File: src/rtl/time_board_mux_pkg.sv
// Shared constants and FSM encoding for the time board display mux.
package time_board_pkg;

    localparam logic MODE_DOWN = 1'b0;
    localparam logic MODE_UP   = 1'b1;

    localparam int TIME_W_DEF = 39;

    typedef enum logic [1:0] {
        IDLE   = 2'd0,
        INSERT = 2'd1,
        DROP   = 2'd2
    } state_t;

endpackage

File: src/rtl/time_board_mux_if.sv
// Result-offer port: valid/ready handshake carrying mode and time, plus drop pulse.
interface time_board_mux_if #(
    parameter int TIME_W = 39
) ();

    logic              rec_valid;
    logic              rec_ready;
    logic              rec_mode;
    logic [TIME_W-1:0] rec_time;
    logic              rec_drop;

    modport master (
        output rec_valid,
        output rec_mode,
        output rec_time,
        input  rec_ready,
        input  rec_drop
    );

    modport slave (
        input  rec_valid,
        input  rec_mode,
        input  rec_time,
        output rec_ready,
        output rec_drop
    );

endinterface

File: src/rtl/time_board_mux_rank_table.sv
// One ranked leaderboard. A new result is placed by walking an index from the
// bottom of the occupied region upward, one comparison per cycle, shifting
// worse entries down by one slot as it goes. When the table is full, a first
// check cycle compares against the last entry and rejects results that do not rank.
module rank_table #(
    parameter int TIME_W = 39,
    parameter int DEPTH  = 3,
    parameter bit ASCEND = 1'b1,
    localparam int CNT_W = $clog2(DEPTH + 1),
    localparam int IDX_W = (DEPTH > 1) ? $clog2(DEPTH) : 1
) (
    input  logic                          clk,
    input  logic                          reset,
    input  logic                          clear,
    input  logic                          load,
    input  logic                          step,
    input  logic [TIME_W-1:0]             new_time,
    output logic [DEPTH-1:0][TIME_W-1:0]  entries,
    output logic [CNT_W-1:0]              cnt,
    output logic                          rej,
    output logic                          done
);

    logic [IDX_W-1:0]  idx;
    logic [IDX_W-1:0]  prev_idx;
    logic              chk;
    logic              full;
    logic              has_prev;
    logic              better;
    logic              shift;
    logic [TIME_W-1:0] cmp_entry;

    assign full = (cnt == CNT_W'(DEPTH));

    // Single comparator: against the last entry in the check cycle, else against entry[idx-1].
    always_comb begin
        prev_idx  = (idx == '0) ? '0 : idx - 1'b1;
        cmp_entry = chk ? entries[DEPTH-1] : entries[prev_idx];
        better    = ASCEND ? (new_time < cmp_entry) : (new_time > cmp_entry);
        has_prev  = (idx != '0);
        rej       = step && chk && !better;
        shift     = step && !chk && has_prev && better;
        done      = step && !chk && !(has_prev && better);
    end

    // Control: occupancy count, walking index and full-table check flag.
    always_ff @(posedge clk) begin
        if (reset) begin
            cnt <= '0;
            idx <= '0;
            chk <= 1'b0;
        end else if (clear) begin
            cnt <= '0;
            chk <= 1'b0;
        end else if (load) begin
            idx <= full ? IDX_W'(DEPTH - 1) : IDX_W'(cnt);
            chk <= full;
        end else if (step) begin
            if (chk) begin
                chk <= 1'b0;
            end else if (shift) begin
                idx <= idx - 1'b1;
            end else if (!full) begin
                cnt <= cnt + 1'b1;
            end
        end
    end

    // Entry storage: shift the worse neighbour down, or drop the new result into place.
    always_ff @(posedge clk) begin
        if (step && !clear && !reset) begin
            if (shift) begin
                entries[idx] <= entries[prev_idx];
            end else if (done) begin
                entries[idx] <= new_time;
            end
        end
    end

endmodule

File: src/rtl/time_board_mux.sv
// Stopwatch display mux with two ranked leaderboards (up runs ascending,
// down runs descending). Accepts results over a valid/ready port and drives
// one registered display word selected by mode and rank.
module time_board_mux
    import time_board_pkg::*;
#(
    parameter int TIME_W = TIME_W_DEF,
    parameter int DEPTH  = 3,
    localparam int RANK_W = $clog2(DEPTH + 1)
) (
    input  logic               clk,
    input  logic               reset,
    input  logic [TIME_W-1:0]  live_time,
    time_board_mux_if.slave    rec,
    input  logic               clear,
    input  logic               sel_mode,
    input  logic [RANK_W-1:0]  sel_rank,
    output logic [TIME_W-1:0]  disp_time,
    output logic               disp_valid,
    output logic [RANK_W-1:0]  cnt_up,
    output logic [RANK_W-1:0]  cnt_dn
);

    state_t                       state;
    state_t                       state_nxt;
    logic                         mode_q;
    logic [TIME_W-1:0]            new_time;
    logic                         accept;
    logic                         step_up;
    logic                         step_dn;
    logic                         up_rej;
    logic                         dn_rej;
    logic                         up_done;
    logic                         dn_done;
    logic [DEPTH-1:0][TIME_W-1:0] up_entries;
    logic [DEPTH-1:0][TIME_W-1:0] dn_entries;
    logic [RANK_W-1:0]            sel_cnt;
    logic [TIME_W-1:0]            pick_time;
    logic                         pick_valid;
    logic                         hold;

    assign accept = rec.rec_valid && rec.rec_ready;

    rank_table #(.TIME_W(TIME_W), .DEPTH(DEPTH), .ASCEND(1'b1)) u_up (
        .clk      (clk),
        .reset    (reset),
        .clear    (clear),
        .load     (accept && (rec.rec_mode == MODE_UP)),
        .step     (step_up),
        .new_time (new_time),
        .entries  (up_entries),
        .cnt      (cnt_up),
        .rej      (up_rej),
        .done     (up_done)
    );

    rank_table #(.TIME_W(TIME_W), .DEPTH(DEPTH), .ASCEND(1'b0)) u_dn (
        .clk      (clk),
        .reset    (reset),
        .clear    (clear),
        .load     (accept && (rec.rec_mode == MODE_DOWN)),
        .step     (step_dn),
        .new_time (new_time),
        .entries  (dn_entries),
        .cnt      (cnt_dn),
        .rej      (dn_rej),
        .done     (dn_done)
    );

    // FSM state register.
    always_ff @(posedge clk) begin
        if (reset) begin
            state <= IDLE;
        end else begin
            state <= state_nxt;
        end
    end

    // FSM next state: clear aborts an insert outright, without a drop pulse.
    always_comb begin
        state_nxt = state;
        case (state)
            IDLE:    if (accept) state_nxt = INSERT;
            INSERT: begin
                if (clear)                  state_nxt = IDLE;
                else if (up_rej || dn_rej)  state_nxt = DROP;
                else if (up_done || dn_done) state_nxt = IDLE;
            end
            DROP:    state_nxt = IDLE;
            default: state_nxt = IDLE;
        endcase
    end

    // FSM outputs: handshake, drop pulse and per-table step enables.
    always_comb begin
        rec.rec_ready = (state == IDLE) && !clear;
        rec.rec_drop  = (state == DROP);
        step_up       = (state == INSERT) && (mode_q == MODE_UP);
        step_dn       = (state == INSERT) && (mode_q == MODE_DOWN);
    end

    // Latch the offered result at acceptance; it is held for the whole insert.
    always_ff @(posedge clk) begin
        if (accept) begin
            mode_q   <= rec.rec_mode;
            new_time <= rec.rec_time;
        end
    end

    // Display select: live time at rank 0, occupied entries by rank, else blank.
    always_comb begin
        sel_cnt    = (sel_mode == MODE_UP) ? cnt_up : cnt_dn;
        pick_time  = '0;
        pick_valid = 1'b0;
        if (sel_rank == '0) begin
            pick_time  = live_time;
            pick_valid = 1'b1;
        end else begin
            for (int k = 0; k < DEPTH; k++) begin
                if ((int'(sel_rank) == k + 1) && (k < int'(sel_cnt))) begin
                    pick_time  = (sel_mode == MODE_UP) ? up_entries[k] : dn_entries[k];
                    pick_valid = 1'b1;
                end
            end
        end
        hold = (state == INSERT) && (mode_q == sel_mode);
    end

    // Display register; frozen while the selected table is mid-insert.
    always_ff @(posedge clk) begin
        if (reset) begin
            disp_time  <= '0;
            disp_valid <= 1'b0;
        end else if (!hold) begin
            disp_time  <= pick_time;
            disp_valid <= pick_valid;
        end
    end

endmodule
File: src/flat_wrapper.sv
// flat-port wrapper written by rule: the top's interface ports become plain ports
module time_board_mux_flat import time_board_pkg::*;
#(
    parameter int TIME_W = TIME_W_DEF,
    parameter int DEPTH  = 3,
    localparam int RANK_W = $clog2(DEPTH + 1)
)
  (clk, reset, live_time, clear, sel_mode, sel_rank, disp_time, disp_valid, cnt_up, cnt_dn, rec_rec_valid, rec_rec_mode, rec_rec_time, rec_rec_ready, rec_rec_drop);
  time_board_mux_if #(.TIME_W(TIME_W)) rec_i ();
  input  logic clk;
  input  logic reset;
  input  logic [TIME_W-1:0] live_time;
  input  logic clear;
  input  logic sel_mode;
  input  logic [RANK_W-1:0] sel_rank;
  output logic [TIME_W-1:0] disp_time;
  output logic disp_valid;
  output logic [RANK_W-1:0] cnt_up;
  output logic [RANK_W-1:0] cnt_dn;
  input wire logic [$bits(rec_i.rec_valid)-1:0] rec_rec_valid;
  input wire logic [$bits(rec_i.rec_mode)-1:0] rec_rec_mode;
  input wire logic [$bits(rec_i.rec_time)-1:0] rec_rec_time;
  output wire logic [$bits(rec_i.rec_ready)-1:0] rec_rec_ready;
  output wire logic [$bits(rec_i.rec_drop)-1:0] rec_rec_drop;
  assign rec_i.rec_valid = rec_rec_valid;
  assign rec_i.rec_mode = rec_rec_mode;
  assign rec_i.rec_time = rec_rec_time;
  assign rec_rec_ready = rec_i.rec_ready;
  assign rec_rec_drop = rec_i.rec_drop;
  time_board_mux #(.TIME_W(TIME_W), .DEPTH(DEPTH)) u_core (.clk(clk), .reset(reset), .live_time(live_time), .rec(rec_i), .clear(clear), .sel_mode(sel_mode), .sel_rank(sel_rank), .disp_time(disp_time), .disp_valid(disp_valid), .cnt_up(cnt_up), .cnt_dn(cnt_dn));
endmodule
File: config.mk
export PLATFORM = sky130hd
export DESIGN_NAME = time_board_mux_flat
export DESIGN_NICKNAME = d
export VERILOG_FILES = /design/src/rtl/time_board_mux_pkg.sv /design/src/rtl/time_board_mux_if.sv /design/src/rtl/time_board_mux_rank_table.sv /design/src/rtl/time_board_mux.sv /design/src/flat_wrapper.sv
export SDC_FILE = /design/constraint.sdc
export NUM_CORES = 1
export LEC_CHECK = 0
export ABC_AREA = 0
export BUFFER_PORTS_ARGS = -buffer_cell sky130_fd_sc_hd__clkbuf_2
export CAP_MARGIN = 5
export CELL_PAD_IN_SITES_DETAIL_PLACEMENT = 1
export CELL_PAD_IN_SITES_GLOBAL_PLACEMENT = 2
export CORE_MARGIN = 4
export CORE_UTILIZATION = 32
export DETAILED_ROUTE_END_ITERATION = 12
export GPL_ROUTABILITY_DRIVEN = 0
export MAX_ROUTING_LAYER = met4
export PLACE_DENSITY = 0.68
export RECOVER_POWER = 100
export SLEW_MARGIN = 30
export SYNTH_ARGS = -nofsm -noshare
export SYNTH_HDL_FRONTEND = slang
export SYNTH_HIERARCHICAL = 1
export SYNTH_SLANG_ARGS = --single-unit
File: constraint.sdc
create_clock -name clk -period 6.55 [get_ports clk]
set_clock_uncertainty 0.2 [all_clocks]
set_input_delay 1.31 -clock clk [delete_from_list [all_inputs] [get_ports clk]]
set_output_delay 1.31 -clock clk [all_outputs]
set_load 0.01 [all_outputs]
# Word-level counts from Yosys, hierarchy flattened
# Cells that the tools add are included.
[word_totals]
elab_cells = 166
regBits = 326
[classes]
reduce_logical = 60
n_lt_le_gt_ge = 11
n_addsub = 4
muxes = 51
n_eq_ne = 12
bitwise = 11
[ops]
columns = ["op", "n"]
rows = [
  ["$mux W39", 13],
  ["$bwmux W117", 4],
  ["$mux W117", 4],
  ["$bmux W39 S2", 2],
  ["$demux W39 S2", 2],
  ["$gt A39 B39 Y1", 1],
  ["$lt A39 B39 Y1", 1],
  ["$mux W2", 17],
  ["$logic_and A1 B1 Y1", 30],
  ["$reduce_bool A2 Y1", 8],
  ["$lt A2 B3 Y1 const B", 4],
  ["$not A1 Y1", 11],
  ["$eq A2 B2 Y1 const B", 5],
  ["$reduce_and A5 Y1", 2],
  ["$logic_not A1 Y1", 8],
  ["$logic_not A2 Y1", 4],
  ["$mux W1", 8],
  ["$reduce_and A4 Y1", 2],
  ["$reduce_and A2 Y1", 3],
  ["$add A2 B1 Y2 const B", 2],
  ["$eq A2 B1 Y1 const B", 2],
  ["$ge A2 B1 Y1 const B", 2],
  ["$lt A1 B2 Y1 const A", 2],
  ["$ne A2 B2 Y1 const B", 2],
  ["other kinds (8)", 10],
]

# Logic depth before layout (Yosys ltp)
# Gate-level depths: netlist of the first run.
[depth]
ltp_word = 14
depth_mapped = 20
depth_no_buf = 18

# Modules after synthesis
# The synthesis of the first run kept the hierarchy.
[modules_own_cells]
columns = ["mod", "cells_per_inst", "area_each_um2", "n_inst"]
rows = [
  ["rank_table at u_core.u_dn", 701, 7671.1, 1],
  ["rank_table at u_core.u_up", 693, 7220.7, 1],
  ["time_board_mux", 529, 5471.5, 1],
]

# Worst setup path before layout of the first run
# OpenSTA, ideal clock, no wires.
[synth_timing]
path_type = "in2reg"
start = "input clear"
end = "register u_core/u_up/entries[0] (netlist bit), enable pin"
n_path_buf = 0
slack_ns = 1.558
setup_ns = 0.484
t_arrival_ns = 4.308
t_required_ns = 5.866
stages = 2
cell_sequence = "or2_2 > nor3_1"
[synth_between]
elab_chain_cells = 4
[synth_rtl]
columns = ["item", "line", "text"]
rows = [
  ["start, declared", "flat_wrapper.sv:13", "input logic clear;"],
  ["$logic_not A1 Y1", "time_board_mux_rank_table.sv:71", "if (step && !clear && !reset) begin"],
  ["$logic_and A1 B1 Y1 (2 in series)", "time_board_mux_rank_table.sv:71", ""],
  ["$reduce_and A2 Y1 (no source line)", "--", ""],
  ["end signal, assigned by index", "time_board_mux_rank_table.sv:73", "entries[idx] <= entries[prev_idx];"],
  ["end signal, assigned by index", "time_board_mux_rank_table.sv:75", "entries[idx] <= new_time;"],
  ["end, declared", "time_board_mux_rank_table.sv:18", "output logic [DEPTH-1:0][TIME_W-1:0] entries,"],
]
# Every way passes these cells.
# A chain may end at the register's enable or synchronous reset.

# Final worst setup path of the first run
[layout_timing]
start = "input sel_mode"
end = "register u_core.disp_time[0]"
[layout_between]
elab_chain_cells = 7
word_cells_on_any_way = 16
cone_classes = "3 x order compare; 1 x eq/ne; 8 x mux; 4 x reduce/logical"
[layout_rtl]
columns = ["item", "line", "text"]
rows = [
  ["start, declared", "flat_wrapper.sv:14", "input logic sel_mode;"],
  ["$mux W2", "time_board_mux.sv:112", "sel_cnt = (sel_mode == MODE_UP) ? cnt_up : cnt_dn;"],
  ["$lt A1 B2 Y1", "time_board_mux.sv:120", "if ((int'(sel_rank) == k + 1) && (k < int'(sel_cnt))) begin"],
  ["$logic_and A1 B1 Y1", "time_board_mux.sv:120", ""],
  ["$mux W39 (3 in series)", "time_board_mux.sv:120", ""],
  ["$mux W39", "time_board_mux.sv:115", "if (sel_rank == '0) begin"],
  ["end signal, assigned", "time_board_mux.sv:135", "disp_time <= pick_time;"],
  ["end, declared", "time_board_mux.sv:18", "output logic [TIME_W-1:0] disp_time,"],
]
# Parallel ways exist; a longest one is shown, timed or not.

==> impl_metrics.py, run 1 <==
metrics = {
    "pwr": {
        "ir_worst_vdd_uv": 142,
        "p_per_area_nw_per_um2": 217,
        "cellLeakagePower_nw": 8.30,
    },
    "finish": {
        "nets": 2181,
        "drive_gt1_share_pct": 16.4,
        "fill_cells": 7107,
        "area_delta_synth_final_pct": 12.3,
    },
    "placed_design": {
        "port_buffers": 131,
        "dp_hpwl_mm": 48.6,
        "pre_cts_ws_ns": 1.29,
    },
    "global_route": {
        "overflow": 0,
        "grt_pass1_wl_mm": 109,
        "antenna_found_initial": 4,
        "grt_usage_pct": 22.1,
        "grt_pass1_vias": 16700,
        "grt_max_degree": 55,
    },
    "worst_setup_path": {
        "start_kind": "primary input",
        "worstPathArrival_ns": 6.02,
        "ff2ff_path_depth": 15,
        "path_max_fanout": 39,
        "critPathKind": "in2reg",
        "end_kind": "register",
        "rr_endpoint": "u_core/u_dn/entries[51]",
        "reg2reg_from": "u_core/u_dn/idx[1]",
        "required_ns": 6.83,
        "reg2reg_slack_ns": 0.84,
    },
    "timing": {
        "fmax_mhz": 174,
        "setup_ws_ns": 0.813,
        "tns_ns": 0,
        "fin_crit_sh_pct": 87.6,
        "period_needed_ns": 5.74,
        "finalSetupViolCount": 0,
        "grt_setup_unrepaired": "false",
        "drv_slew": 317,
        "holdWs_ns": 0.291,
        "slew-limit-headroom_pct": -115,
        "hold_viol_final": 0,
        "tightest_slew_ns": 3.22,
    },
    "detailed_routing": {
        "first_pass_iters": 5,
        "drt_iter0_drc": 896,
        "postRouteAntennaNets": 0,
        "wl_mm": 74.1,
        "vias": 15600,
        "via_per_inst": 5.39,
        "wl_per_cell_um": 25.7,
        "drc_errors": 0,
    },
    "clock_tree": {
        "clock_latency_ns": 0.58,
        "cts_resized": 0,
        "postCtsSetupBuffers": 0,
        "cts-root-buf": "clkbuf_16",
        "clockBufferDepth": 3,
        "cts_sinks": 326,
        "cts_tree": "yes",
        "clk_pin_slew_ns": 0.05,
        "cts_buffers": 42,
        "cts_max_level": 2,
        "holdBufCountCts": 0,
    },
    "min_path": {
        "hold_depth": 2,
        "hp-start": "u_core/disp_time[26]",
        "holdPathEnd": "u_core/disp_time[26]",
        "hold_class": "reg2reg",
    },
    "die": {
        "die_w_um": 260,
        "dieArea_um2": 67700,
        "num_io_pins": 132,
        "initial_core_util_pct": 32.3,
        "core_area_um2": 63100,
        "rows": 92,
        "fp.dieH_um": 260,
    },
    "synth": {
        "syn_nets": 2100,
        "syn_avg_cell_area_um2": 10.6,
        "syn_area_um2": 20400,
        "yosys_warnings": 6,
        "synth_commonest_cells": "edfxtp_1 (274), nor2_1 (245), a21oi_1 (191)",
        "synthCells": 1923,
        "synth-async-reset-ratio_pct": 0,
        "synth_top_area_cell": "edfxtp_1",
        "synth-edff-count": 274,
        "seq_area_frac_synth_pct": 45.5,
        "synth_ff_type": "edfxtp_1",
        "synth_seq_cells": 326,
        "yosysTopAreaCellShare_pct": 40.4,
        "synth_area_leaders": "edfxtp_1 (40%), mux2i_1 (6.2%), ha_1 (5.6%), dfxtp_1 (5.1%), a21oi_1 (4.7%)",
        "synth_cell_type_count": 70,
        "synth_most_common_cell": "edfxtp_1",
    },
    "run_status": {
        "status": "finished, violations left",
        "violations": "max-capacitance violations, max-slew violations",
    },
    "flow_run": {
        "cap_viol_max_count": 10,
    },
}
==> area by class of cell <==
| type | instances | area, um2 | area share [%] |
|---|---|---|---|
| Sequential cell | 326 | 9270 | 40.5 |
| Antenna cell | 3 | 7.51 | 0.0328 |
| Timing Repair Buffer | 174 | 941 | 4.11 |
| Inverter | 88 | 330 | 1.44 |
| Clock inverter | 11 | 78.8 | 0.345 |
| Tap cell | 846 | 1060 | 4.63 |
| Clock buffer | 66 | 1240 | 5.44 |
| Multi-Input combinational cell | 1372 | 9940 | 43.5 |
==> registers in the layout, summed over array words and instances (netlist names) <==
register / count
u_core/disp_time: 39
u_core/disp_valid: 1
u_core/mode_q: 1
u_core/new_time: 39
u_core/state: 2
u_core/u_dn/chk: 1
u_core/u_dn/cnt: 2
u_core/u_dn/entries: 117
u_core/u_dn/idx: 2
u_core/u_up/chk: 1
u_core/u_up/cnt: 2
u_core/u_up/entries: 117
u_core/u_up/idx: 2
==> report_power, final <==
group | switching, mW | leakage, nW | internal, mW
logic | 0.229 | 4.65 | 0.146
registers | 0.0359 | 3.01 | 2.27
clock network | 0.947 | 0.648 | 1.34
total | 1.21 | 8.30 | 3.75
==> worst max-delay path, stage by stage <==
cell and delay, ns:
clkbuf_1 2.01, mux2i_1 0.58, nor2_2 0.20, clkbuf_2 0.95, o21ai_0 0.57, a221oi_2 0.34
==> cells by family after synthesis <==
logic type	count (synthesis)	share of synthesized area, %
AOI/OAI and AO/OA	436	14.6
xor gates and xnor gates	1	0.135
adders and majority gates	91	5.59
buffers and inverters	225	5.24
DFF	326	45.5
muxes	241	13.2
and+or+nand+nor	603	15.7
==> stage by stage <==
stage	utilization (%)	instances	area (um2)	power (mW)
4_1_cts	36.7	2883	23100	5.05
6_report	36.3	2886	22900	4.96
3_5_place_dp	34.6	2806	21800	2.73
2_1_floorplan	-	1923	20400	2.58
3_3_place_gp	34.5	2804	21800	2.72
5_1_grt	36.3	2884	22900	5.16
==> how the worst max path moves through the flow <==
stage / startpoint / to / slack (ns)
floorplan: clear / u_core/u_up/entries[0] / 1.56
global placement: u_core/u_up/idx[0] / u_core/u_up/entries[65] / 1.34
detailed placement: u_core/u_up/idx[0] / u_core/u_up/entries[73] / 1.29
CTS: u_core/u_up/idx[0] / u_core/u_up/entries[103] / 1.26
global route: u_core/u_dn/idx[1] / u_core/u_dn/entries[87] / 0.52
finish: sel_mode / u_core/disp_time[0] / 0.81
==> metal layers <==
layer | GRT usage, % | vias to the layer above | share of wire (%)
met5 | - | - | 0
met4 | 5.22 | 0 | 2.0
met3 | 3.68 | 83 | 4.9
met2 | 36.2 | 322 | 47
met1 | 28.9 | 7986 | 46
li1 | - | 7171 | -
==> cell usage in the layout, fill, tap and decap left out, drive strengths merged, types with 2 or more instances in the layout <==
cell type,Yosys,layout
a2111oi,2,2
a211o,3,3
a211oi,10,10
a21o,5,5
a21oi,191,191
a221oi,77,77
a22o,35,35
a31oi,3,3
a32oi,3,3
and2,42,42
and3,12,12
buf,67,29
clkbuf,70,211
clkinv,0,9
dfxtp,52,52
diode,0,3
edfxtp,274,274
ha,91,91
inv,88,89
mux2,115,115
mux2i,126,126
nand2,65,65
nand2b,5,5
nand3,11,11
nand3b,3,3
nand4,15,15
nor2,247,247
nor2b,164,164
nor3,14,14
nor3b,4,4
nor4,8,8
o21ai,95,95
or2,4,4
or3,4,4
or4,2,2
(Power assumes the default switching activity.)
==> run 2, diff against run 1 <==
Settings changed: PLACE_DENSITY 0.68 to 0.69, SYNTH_HIERARCHICAL 1 to unset.
Clock period 6.55 ns to 6.3 ns, I/O delays scaled along.
==> run 2 against run 1 <==
Net effect:
- the flow still finishes with violations (max-capacitance violations, max-slew violations)
- critical endpoint is now u_core.u_dn.entries[53]
- worst setup slack got worse by 0.064 ns
- sequential power up 4%
- first-iteration DRC count down 21%
- critical path depth up 11
- routed wire length down 10%
- combinational power grew 22%
- die area decreased by 6.9%
- critical path type is now reg2reg
==> impl_metrics.py, run 2 <==
metrics = {
    "finish": {
        "area_delta_synth_final_pct": 15.0,
        "final_cell_mix": "nor2_1 (333), edfxtp_1 (274), a21oi_1 (232)",
        "multi_input_area_um2": 9020,
        "reg_top3": "u_core.u_dn.entries (117), u_core.u_up.entries (117)",
        "nets": 2138,
        "drive_gt1_share_pct": 9.32,
        "register_area_um2": 9270,
        "final_common_cell": "nor2_1",
        "final_util_pct": 37.4,
        "fill_cells": 6487,
        "antennaDiodeCount": 0,
    },
    "synth": {
        "yosysTopAreaCellShare_pct": 43.5,
        "synth_seq_cells": 326,
        "syn_area_um2": 18900,
        "syn_avg_cell_area_um2": 10.1,
        "syn_nets": 2050,
        "synth_commonest_cells": "nor2_1 (334), edfxtp_1 (274), a21oi_1 (232)",
        "yosys_warnings": 0,
        "seq_area_frac_synth_pct": 49.0,
        "synth_cell_type_count": 52,
        "synth-async-reset-ratio_pct": 0,
        "synth_top_area_cell": "edfxtp_1",
        "synth-edff-count": 274,
        "synthCells": 1873,
        "synth_ff_type": "edfxtp_1",
        "synth_area_leaders": "edfxtp_1 (44%), mux2i_1 (10%), nor2_1 (6.6%), a21oi_1 (6.1%), ha_1 (6.0%)",
        "synth_most_common_cell": "nor2_1",
    },
    "worst_setup_path": {
        "end_kind": "register",
        "cpMostUsedCell": "a21oi_1",
        "crit_chain": "inv_1 > ha_1 > nor2b_4 > clkbuf_1 > a21oi_1 > nor2_1 > a21oi_1 > ha_1 > a21oi_1 > o21ai_0 > a221oi_1 > a21oi_1 > o2111ai_1 > buf_4 > nor2_1 > a21oi_1 > nor2b_1",
        "slowest_stage": "clkbuf_1",
        "cpPeakStageDelay_ns": 0.66,
        "required_ns": 6.42,
        "worstPathArrival_ns": 5.67,
        "path_max_fanout": 28,
        "start_kind": "register",
        "path_buf_inv": 3,
        "cp_top_family": "compound AO/OA/AOI/OAI gates",
        "critPathKind": "reg2reg",
    },
    "pwr": {
        "p_per_area_nw_per_um2": 244,
        "ir_worst_vdd_uv": 192,
        "cellLeakagePower_nw": 8.19,
        "finalPower_mw": 5.30,
    },
    "die": {
        "rows": 88,
        "num_io_pins": 132,
        "core_area_um2": 58100,
        "dieArea_um2": 63100,
        "die_w_um": 251,
        "fp.dieH_um": 251,
        "initial_core_util_pct": 32.5,
    },
    "clock_tree": {
        "postCtsSetupBuffers": 0,
        "cts_sinks": 326,
        "cts_max_level": 2,
        "clockBufferDepth": 3,
        "holdBufCountCts": 0,
        "cts_tree": "yes",
        "clock_latency_ns": 0.57,
        "cts_resized": 0,
        "clk_pin_slew_ns": 0.06,
        "cts-root-buf": "clkbuf_16",
        "cts_buffers": 42,
    },
    "global_route": {
        "antenna_found_initial": 1,
        "grt_max_degree": 81,
        "grt_pass1_wl_mm": 99.7,
        "grt_pass1_vias": 16000,
        "overflow": 0,
        "grt_usage_pct": 21.3,
    },
    "detailed_routing": {
        "drt_iter0_drc": 704,
        "drc_errors": 0,
        "postRouteAntennaNets": 0,
        "via_per_inst": 5.34,
        "vias": 14700,
        "wl_per_cell_um": 24.0,
        "wl_mm": 66.3,
        "first_pass_iters": 5,
    },
    "flow_run": {
        "cap_viol_max_count": 10,
    },
    "timing": {
        "finalSetupViolCount": 0,
        "drv_slew": 319,
        "hold_viol_final": 0,
        "slew-limit-headroom_pct": -94.3,
        "fin_crit_sh_pct": 88.1,
        "period_needed_ns": 5.55,
        "tightest_slew_ns": 2.91,
        "tns_ns": 0,
        "grt_setup_unrepaired": "false",
        "fmax_mhz": 180,
    },
    "min_path": {
        "hold_class": "reg2reg",
    },
    "run_status": {
        "violations": "max-capacitance violations, max-slew violations",
        "status": "finished, violations left",
    },
    "placed_design": {
        "dp_hpwl_mm": 43.1,
        "port_buffers": 131,
    },
}
[run 2: routing by layer]
| layer | global-route usage, % | wire [um] | vias to the layer above |
|---|---|---|---|
| met5 | - | 0 | - |
| met4 | 6.18 | 1810 | 0 |
| met3 | 2.62 | 2310 | 102 |
| met2 | 36.5 | 32700 | 274 |
| met1 | 26.5 | 29500 | 7405 |
| li1 | - | - | 6953 |
[run 2: cell families (layout without fill, tap and decap cells)]
logic type	count (synthesis)	in the layout	synth area share, %
adder cells (fa/ha/maj)	91	91	6.02
buffers and inverters	177	299	3.57
flip-flops	326	326	49.0
AND/OR/NAND/NOR	682	682	17.4
multiplexers	236	236	12.7
AO/OA/AOI/OAI	359	359	11.1
XOR/XNOR	2	2	0.0926
[run 2: power breakdown]
group	leakage (nW)	switching, mW	internal (mW)
Clock	0.668	0.971	1.47
Sequential	2.86	0.0363	2.37
Combinational	4.66	0.273	0.185
Total	8.19	1.28	4.02
[run 2: worst register-to-register path: cells and delay by family, from the launching register on]
kind,cells,cell delay [ns]
buf+inv,3,1.23
flops,1,0.40
simple gates,4,0.81
compound gates,8,1.99
fa+ha+maj,2,0.69
[run 2: final cells by class]
class / count / share of cell area [%]
clock buffers: 71 / 5.95
clock inverters: 7 / 0.374
inverters: 51 / 0.880
multi-input cells: 1370 / 41.5
flip-flops and latches: 326 / 42.6
well taps: 765 / 4.40
repair buffers: 170 / 4.27
[run 2: path summary, 6_finish.rpt]
check             slack, ns                 from  depth (start not counted)                 endpoint
setup / recovery       0.75   u_core.u_dn.idx[0]                         17  u_core.u_dn.entries[53]
hold / removal         0.29  u_core.disp_time[9]                          2      u_core.disp_time[9]
setup reg to reg       0.75   u_core.u_dn.idx[0]                         17  u_core.u_dn.entries[53]
hold reg to reg        0.29  u_core.disp_time[9]                          2      u_core.disp_time[9]
[run 2: per-stage QoR]
stage          setup slack (ns)  cells  hold WS, ns  cell area, um2
2_1_floorplan              2.08   1873        0.311           18900
3_3_place_gp               1.03   2680        0.279           20500
3_5_place_dp               1.26   2682        0.283           20500
4_1_cts                    1.20   2760        0.294           21900
5_1_grt                   0.424   2760        0.319           21700
6_report                  0.749   2760        0.290           21700
==> run 3, diff against run 2 <==
Settings changed: PLACE_DENSITY 0.69 to 0.68, SYNTH_HIERARCHICAL set to 1.
Clock period 6.3 ns to 7.1 ns, I/O delays scaled along.
==> run 3 against run 2 <==
Net effect:
- the run still ends with max-capacitance violations, max-slew violations left
- maximum frequency shrank 7.5%
- flip-flop and latch count unchanged
- worst setup slack gained 0.35 ns
- routed wire length increased by 12%
- critical path depth stayed put
- register-to-register slack improved by 0.35 ns
- critical path type unchanged
==> impl_metrics.py, run 3 (synthesized netlist as in run 1, its figures left out) <==
metrics = {
    "pwr": {
        "p_per_area_nw_per_um2": 204,
        "p_comb_share_pct": 7.4,
        "sw_frac_of_total_pct": 24.0,
        "switching_power_mw": 1.12,
        "cellLeakagePower_nw": 8.32,
        "clkPwrFrac_pct": 47.3,
        "intPower_mw": 3.56,
        "finalPower_mw": 4.68,
        "power_frac_seq_pct": 45.4,
        "ir_worst_vdd_uv": 129,
    },
    "die": {
        "die_w_um": 260,
        "num_io_pins": 132,
        "rows": 92,
        "dieArea_um2": 67700,
        "initial_core_util_pct": 32.3,
        "fp.dieH_um": 260,
        "core_area_um2": 63100,
    },
    "timing": {
        "hold_viol_final": 0,
        "tns_ns": 0,
        "drv_slew": 384,
        "grt_setup_unrepaired": "false",
        "finalSetupViolCount": 0,
        "fmax_mhz": 167,
        "setup_ws_ns": 1.10,
        "period_needed_ns": 6.00,
        "fin_crit_sh_pct": 84.5,
        "tightest_slew_ns": 3.17,
        "slew-limit-headroom_pct": -111,
    },
    "worst_setup_path": {
        "rr_endpoint": "u_core/u_dn/entries[97]",
        "reg2reg_slack_ns": 1.10,
        "cp-endpoint": "u_core/u_dn/entries[97]",
        "critPathKind": "reg2reg",
        "worstPathArrival_ns": 6.24,
        "crit_chain": "inv_1 > ha_1 > nor2b_4 > clkbuf_1 > clkbuf_1 > a21oi_1 > nor2_1 > a21oi_1 > ha_1 > nand4_1 > nor4_1 > nand3_1 > nor3b_1 > o21ai_4 > buf_4 > mux2_1 > nor2b_2",
        "ff2ff_path_depth": 17,
        "end_kind": "register",
        "required_ns": 7.34,
        "reg2reg_from": "u_core/u_dn/idx[0]",
        "cpPeakStageDelay_ns": 0.84,
        "start_kind": "register",
        "path_max_fanout": 20,
        "setup.worst_path.start": "u_core/u_dn/idx[0]",
        "slowest_stage": "clkbuf_1",
    },
    "clock_tree": {
        "cts_sinks": 326,
        "cts_tree": "yes",
        "holdBufCountCts": 0,
        "postCtsSetupBuffers": 0,
        "cts_resized": 0,
        "clock_latency_ns": 0.59,
        "clk_pin_slew_ns": 0.05,
        "clockBufferDepth": 3,
        "cts_max_level": 2,
        "cts_buffers": 44,
        "cts-root-buf": "clkbuf_16",
    },
    "min_path": {
        "hold_class": "reg2reg",
    },
    "detailed_routing": {
        "wl_per_cell_um": 25.7,
        "postRouteAntennaNets": 0,
        "drt_iter0_drc": 885,
        "wl_mm": 74.4,
        "first_pass_iters": 4,
        "drc_errors": 0,
        "vias": 15600,
        "via_per_inst": 5.39,
    },
    "global_route": {
        "grt_pass1_wl_mm": 109,
        "antenna_found_initial": 3,
        "grt_max_degree": 58,
        "overflow": 0,
        "grt_pass1_vias": 16600,
        "grt_usage_pct": 22.2,
    },
    "finish": {
        "area_delta_synth_final_pct": 12.5,
        "stdcell_area_um2": 22900,
        "final_common_cell": "edfxtp_1",
        "fill_cells": 7147,
        "nets": 2183,
        "reg_top3": "u_core/u_dn/entries (117), u_core/u_up/entries (117)",
        "final_cell_mix": "edfxtp_1 (274), nor2_1 (244), a21oi_1 (191)",
        "drive_gt1_share_pct": 16.6,
    },
    "flow_run": {
        "cap_viol_max_count": 12,
    },
    "placed_design": {
        "pre_cts_ws_ns": 1.98,
        "dp_hpwl_mm": 47.8,
        "port_buffers": 131,
        "place_area_um2": 21800,
    },
    "run_status": {
        "violations": "max-capacitance violations, max-slew violations",
        "status": "finished, violations left",
    },
}
==> run 3: changes by cell type in the layout (fill, tap and decap cells not counted), moves of 41 or more <==
cell | before | now
nor2_1 | 333 | 244
mux2i_1 | 198 | 126
nor2b_2 | 0 | 60
nor2b_1 | 158 | 102
o21ai_0 | 16 | 66
mux2_2 | 2 | 46
a221oi_1 | 1 | 44
a21oi_1 | 232 | 191
==> run 3: worst min-delay path by stage <==
stage | start | to | slack [ns] | depth (start not counted)
global route | u_core/disp_time[15] | u_core/disp_time[15] | 0.32 | 2
detailed placement | u_core/disp_time[28] | u_core/disp_time[28] | 0.29 | 2
finish | u_core/disp_time[28] | u_core/disp_time[28] | 0.29 | 2
CTS | u_core/disp_time[28] | u_core/disp_time[28] | 0.30 | 2
global placement | u_core/disp_time[28] | u_core/disp_time[28] | 0.28 | 2
floorplan | u_core/state[1] | u_core/state[0] | 0.23 | 1
==> run 3: metrics by stage <==
step                hold slack (ns)  cells  util [%]
global placement              0.275   2806      34.5
global route                  0.315   2889      36.3
floorplan                     0.228   1923         -
CTS                           0.295   2888      36.8
detailed placement            0.288   2806      34.5
finish                        0.289   2890      36.3
==> run 3: area by class of cell <==
class | instances | area (um2) | share of cell area [%]
Inverter | 88 | 330 | 1.44
Clock buffer | 72 | 1320 | 5.76
Tap cell | 846 | 1060 | 4.62
Timing Repair Buffer | 174 | 891 | 3.89
Multi-Input combinational cell | 1372 | 9930 | 43.3
Antenna cell | 2 | 5.00 | 0.0218
Sequential cell | 326 | 9270 | 40.5
Clock inverter | 10 | 109 | 0.475
==> run 3: critical path: cells and delay by family (launching register included) <==
| kind | cells | cell delay, ns |
|---|---|---|
| buffers and inverters | 4 | 1.84 |
| flip-flops | 1 | 0.39 |
| AND/OR/NAND/NOR | 7 | 1.94 |
| AO/OA/AOI/OAI | 3 | 0.39 |
| multiplexers | 1 | 0.42 |
| adder cells (fa/ha/maj) | 2 | 0.62 |
==> run 3: power groups by stage <==
stage	registers, mW	clock network (mW)	logic, mW
5_1_grt	2.13	2.36	0.382
4_1_cts	2.12	2.28	0.359
6_report	2.12	2.21	0.346
2_1_floorplan	2.15	0	0.230
3_5_place_dp	2.16	0	0.357
3_3_place_gp	2.16	0	0.348
==> run 3: per-layer routing <==
| metal | share of wire (%) | global-route usage, % | wire (um) | up-vias |
|---|---|---|---|---|
| li1 | - | - | - | 7172 |
| met1 | 45 | 28.1 | 33600 | 7973 |
| met2 | 48 | 37.2 | 36000 | 339 |
| met3 | 4.3 | 3.53 | 3220 | 100 |
| met4 | 2.2 | 5.61 | 1630 | 0 |
| met5 | 0 | - | 0 | - |
